`src/rtl/muldiv4_seq_pkg.sv`:
```
// Shared definitions for the 4-bit sequential multiply/divide unit:
// state encodings, operation codes and the operand width.
package muldiv4_seq_pkg;

  localparam int WIDTH = 4;

  typedef enum logic [1:0] {
    IDLE = 2'd0,
    RUN  = 2'd1,
    DONE = 2'd2
  } state_t;

  localparam logic OP_MUL = 1'b0;
  localparam logic OP_DIV = 1'b1;

endpackage

```
`src/rtl/muldiv4_seq_addsub5.sv`:
```
// Shared 5-bit adder/subtractor: s = x + y (sub=0) or x - y (sub=1).
// For subtraction cout=1 means no borrow (x >= y).
module addsub5
  import muldiv4_seq_pkg::*;
(
  input  logic [WIDTH:0] x,
  input  logic [WIDTH:0] y,
  input  logic           sub,
  output logic [WIDTH:0] s,
  output logic           cout
);

  logic [WIDTH+1:0] sum_s;

  assign sum_s = {1'b0, x} + {1'b0, y ^ {(WIDTH+1){sub}}} + {{(WIDTH+1){1'b0}}, sub};
  assign s     = sum_s[WIDTH:0];
  assign cout  = sum_s[WIDTH+1];

endmodule

```
`src/rtl/muldiv4_seq.sv`:
```
// 4-bit sequential unsigned multiplier (shift-add) and restoring divider,
// four iterations per operation through one shared add/sub unit.
module muldiv4_seq
  import muldiv4_seq_pkg::*;
(
  input  logic             clk,
  input  logic             rst,
  input  logic             start,
  input  logic             op,
  input  logic [WIDTH-1:0] a,
  input  logic [WIDTH-1:0] b,
  output logic             busy,
  output logic             done,
  output logic [WIDTH-1:0] result_hi,
  output logic [WIDTH-1:0] result_lo,
  output logic             div_zero
);

  state_t           state_r;
  logic             op_r;
  logic [WIDTH-1:0] b_r;
  logic [WIDTH-1:0] acc_r;   // P_hi for multiply, remainder for divide
  logic [WIDTH-1:0] lo_r;    // P_lo for multiply, quotient for divide
  logic [1:0]       cnt_r;

  logic [WIDTH:0]   shift_s;
  logic [WIDTH:0]   x_s;
  logic [WIDTH:0]   y_s;
  logic [WIDTH:0]   s_s;
  logic             cout_s;
  logic [WIDTH:0]   sum_s;
  logic [WIDTH-1:0] nacc_s;
  logic [WIDTH-1:0] nlo_s;

  // Operand select for the shared adder
  always_comb begin
    shift_s = {acc_r, lo_r[WIDTH-1]};
    y_s     = {1'b0, b_r};
    if (op_r == OP_DIV) begin
      x_s = shift_s;
    end else begin
      x_s = {1'b0, acc_r};
    end
  end

  addsub5 u_addsub5 (
    .x    (x_s),
    .y    (y_s),
    .sub  (op_r),
    .s    (s_s),
    .cout (cout_s)
  );

  // Next accumulator/low word for one iteration of the current operation
  always_comb begin
    sum_s  = {1'b0, acc_r};
    nacc_s = acc_r;
    nlo_s  = lo_r;
    if (op_r == OP_DIV) begin
      if (cout_s) begin
        nacc_s = s_s[WIDTH-1:0];
        nlo_s  = {lo_r[WIDTH-2:0], 1'b1};
      end else begin
        nacc_s = shift_s[WIDTH-1:0];
        nlo_s  = {lo_r[WIDTH-2:0], 1'b0};
      end
    end else begin
      if (lo_r[0]) begin
        sum_s = s_s;
      end else begin
        sum_s = {1'b0, acc_r};
      end
      nacc_s = sum_s[WIDTH:1];
      nlo_s  = {sum_s[0], lo_r[WIDTH-1:1]};
    end
  end

  // Control FSM, datapath registers and registered outputs
  always_ff @(posedge clk or posedge rst) begin
    if (rst) begin
      state_r   <= IDLE;
      op_r      <= OP_MUL;
      b_r       <= '0;
      acc_r     <= '0;
      lo_r      <= '0;
      cnt_r     <= 2'd0;
      busy      <= 1'b0;
      done      <= 1'b0;
      result_hi <= '0;
      result_lo <= '0;
      div_zero  <= 1'b0;
    end else begin
      case (state_r)
        IDLE: begin
          if (start) begin
            op_r  <= op;
            b_r   <= b;
            cnt_r <= 2'd0;
            acc_r <= '0;
            lo_r  <= a;
            if ((op == OP_DIV) && (b == 4'd0)) begin
              state_r   <= DONE;
              done      <= 1'b1;
              result_hi <= a;
              result_lo <= 4'hF;
              div_zero  <= 1'b1;
            end else begin
              state_r <= RUN;
              busy    <= 1'b1;
            end
          end
        end
        RUN: begin
          acc_r <= nacc_s;
          lo_r  <= nlo_s;
          cnt_r <= cnt_r + 2'd1;
          if (cnt_r == 2'd3) begin
            state_r   <= DONE;
            busy      <= 1'b0;
            done      <= 1'b1;
            result_hi <= nacc_s;
            result_lo <= nlo_s;
            div_zero  <= 1'b0;
          end
        end
        DONE: begin
          state_r <= IDLE;
          done    <= 1'b0;
        end
        default: begin
          state_r <= IDLE;
          busy    <= 1'b0;
          done    <= 1'b0;
        end
      endcase
    end
  end

endmodule

```
`config.mk`:
```
export PLATFORM = sky130hd
export DESIGN_NAME = muldiv4_seq
export DESIGN_NICKNAME = d
export VERILOG_FILES = /design/src/rtl/muldiv4_seq_pkg.sv /design/src/rtl/muldiv4_seq_addsub5.sv /design/src/rtl/muldiv4_seq.sv
export SDC_FILE = /design/constraint.sdc
export NUM_CORES = 1
export LEC_CHECK = 0
export ABC_AREA = 0
export CAP_MARGIN = 15
export CORE_AREA = 3 3 50 74
export CTS_BUF_LIST = sky130_fd_sc_hd__clkbuf_4
export CTS_CLUSTER_DIAMETER = 60
export DETAILED_ROUTE_END_ITERATION = 8
export DIE_AREA = 0 0 53 77
export MAX_ROUTING_LAYER = met4
export PLACE_DENSITY = 0.77
export SLEW_MARGIN = 10
export SYNTH_ARGS = -nofsm -noshare
export SYNTH_HDL_FRONTEND = slang
export SYNTH_SLANG_ARGS = --single-unit
```
`constraint.sdc`:
```
create_clock -name clk -period 4.7 [get_ports clk]
set_clock_uncertainty 0.15 [all_clocks]
set_input_delay 0.47 -clock clk [delete_from_list [all_inputs] [get_ports clk]]
set_output_delay 0.47 -clock clk [all_outputs]
set_load 0.01 [all_outputs]
```
==> out/metrics.csv <==
metric;value;unit
area leader, netlist;dfrtp_1;
outcome;finished, final reports clean;
Final Hold Viols;0;
CTS clock-pin slew for the worst setup and hold paths;0.15;ns
critical path class;reg2reg;
Post-CTS Hold Fix Bufs;0;
DRT iter0 DRCs;79;
Max-Cap Viols;0;
Die Height;77;microns
setup_tns;0;ns
die span in x;53;microns
GRT Residual Overflow;0;
drt pass-1 iters;4;
PwrDens;819;mW/mm^2
Static Leak;0.861;nW
worst-case clock buffer depth;2;
Critical Path RT;4.83;ns
Core Util, Final;0.615;
Avg Inst Size Synth;8.94;sq um
Antenna Nets Post-Route;0;
Mapped Cells;188;
Vias;1510;
Tmin final;3.03;ns
initial antenna violation count;0;
unrepaired setup endpoints after global routing;false;
row cnt;25;
Hold Path Class;reg2reg;
Post-Syn Area;0.00168;sq mm
Layout Nets;224;
Synth Register Bits;28;
ratio of cells with drive above 1 in the final layout;0.0631;
# port buffers;22;
DR WL/cell;16.6;microns
Core ar.;0.00316;sq mm
Worst-Margin Slew;1.03;ns
Total Wirelength;4080;microns
CTS tree;built;
Multi-input gate area;908;sq um
HPWL after DPL;3120;microns
Vias/cell;6.14;
H-Tree Level Count;1;
period utilization;0.645;
Final Max Tran Viols;0;
FILL cells;273;
Ys Warns;0;
Synth async-reset ratio;1.00;
post-CTS setup buffers;0;
Max Clk Rate;330;MHz
Reg area;701;sq um
vias in the first global route;1511;
CP arrival;3.17;ns
TritonCTS Buffers;3;
drt drc;0;
post-CTS resize count;0;
Post-Syn Nets;205;
# clock sinks;28;
global-route wire length before repair;7090;microns
Crit Path Max Fanout;22;
sequential area share after synthesis;0.417;
most common cell in the synthesized netlist;nand2_1;
synth top area cells;dfrtp_1 42%, nand2_1 6.7%, o21ai_0 3.9%;
ys flop type;dfrtp_1;
Die ar.;0.00408;sq mm
Layout area overhead;15.6;%
Max transition margin;0.314;
maximum VDD drop;0.417;mV
worst-skew pair later-pin latency;0.34;ns
nature of the critical path endpoint;register;
GRT Util Overall;0.234;
post-synth cell types;45;
commonest cells in the netlist;30 x nand2_1, 28 x dfrtp_1, 17 x nor2_1;
Starting Density;0.532;
final setup vio count;0;
routability-driven placement congestion ratio;0.935;
EDFF count, synth;0;
num ports;23;
largest net degree at the start of global routing;29;
root buffer cell;clkbuf_4;
CP startpoint kind;register;
top cell type's share of synthesized area;0.417;
Antenna Cells;0;
-- where the power goes --
part           leakage [nW]  switching (W)  internal, W
registers             0.333       0.000153     0.000356
clock network        0.0154      0.0000695    0.0000313
logic                 0.512       0.000537     0.000446
total                 0.861       0.000759     0.000833
-- cell type report --
| cell class | count | area share |
|---|---|---|
| clock buffers | 3 | 0.0116 |
| flip-flops and latches | 28 | 0.361 |
| repair buffers | 22 | 0.113 |
| multi-input cells | 142 | 0.467 |
| well taps | 40 | 0.0258 |
| inverters | 10 | 0.0193 |
| clock inverters | 1 | 0.00193 |
-- metrics by stage --
stage | worst slack (ns) | cells | power (W) | hold slack, ns | area [sq um]
after floorplan | 1.95 | 188 | 0.00119 | 0.315 | 1680
after global placement | 1.86 | 242 | 0.00144 | 0.317 | 1920
after detailed placement | 1.70 | 242 | 0.00148 | 0.334 | 1920
after CTS | 1.67 | 246 | 0.00158 | 0.364 | 1940
after global routing | 1.49 | 246 | 0.00174 | 0.377 | 1940
final | 1.67 | 246 | 0.00159 | 0.361 | 1940
-- placed cells by master (no fill, tap or decap), types with 3 or more instances in the layout --
cell type,netlist,routed
a31oi_1,6,6
nand3_1,5,5
ha_1,4,4
nand4_1,3,3
inv_1,10,10
and2_1,3,3
nand2_1,30,30
nor2_1,17,17
mux2i_1,5,5
o21ai_0,13,13
xor2_1,4,4
dfrtp_1,28,28
a211oi_1,4,4
a21o_1,4,4
clkdlybuf4s50_1,0,22
clkbuf_4,0,3
nor2b_1,3,3
a21oi_1,7,7
-- worst max-delay path, cell delays in order (launching register included) --
cell and delay, ns:
dfrtp_1 0.87, nand2_1 0.23, o21ai_0 0.17, ha_1 0.32, and3_1 0.21, a32oi_2 0.36, a31oi_1 0.20, or3_1 0.35
nand4_1 0.11
-- worst paths after layout --
kind	startpoint	slack, ns	to	cells past startpoint
max in group asynchronous	rst	3.26	result_lo[0]$_DFFE_PP0P_	2
setup / recovery	op_r$_DFFE_PP0P_	1.67	result_hi[2]$_DFFE_PP0P_	8
setup reg to reg	op_r$_DFFE_PP0P_	1.67	result_hi[2]$_DFFE_PP0P_	8
hold / removal	result_lo[0]$_DFFE_PP0P_	0.36	result_lo[0]$_DFFE_PP0P_	2
min in group asynchronous	rst	0.50	div_zero$_DFFE_PP0P_	2
hold reg to reg	result_lo[0]$_DFFE_PP0P_	0.36	result_lo[0]$_DFFE_PP0P_	2
-- routing by layer --
layer / part of all wire / GRT usage / vias to the layer above
li1: - / - / 706
met1: 0.40 / 0.284 / 745
met2: 0.54 / 0.398 / 50
met3: 0.039 / 0.0155 / 9
met4: 0.020 / 0.0844 / 0
met5: 0 / - / -
-- cells by family (layout without fill, tap and decap cells) --
family                     Yosys count  after routing  synth area share
adders and majority gates            5              5            0.0417
xor gates and xnor gates             6              6            0.0313
DFF                                 28             28             0.417
AOI/OAI and AO/OA                   54             54             0.232
muxes                                7              7            0.0432
buffers and inverters               18             36            0.0424
and+or+nand+nor                     70             70             0.193
-- flip-flops by register name (all words and copies together) (netlist names) --
name / cells
cnt_r: 2
done: 1
result_hi: 4
state_r: 2
lo_r: 4
op_r: 1
busy: 1
result_lo: 4
div_zero: 1
acc_r: 4
b_r: 4
No activity file was read; power rests on OpenSTA's default activity.
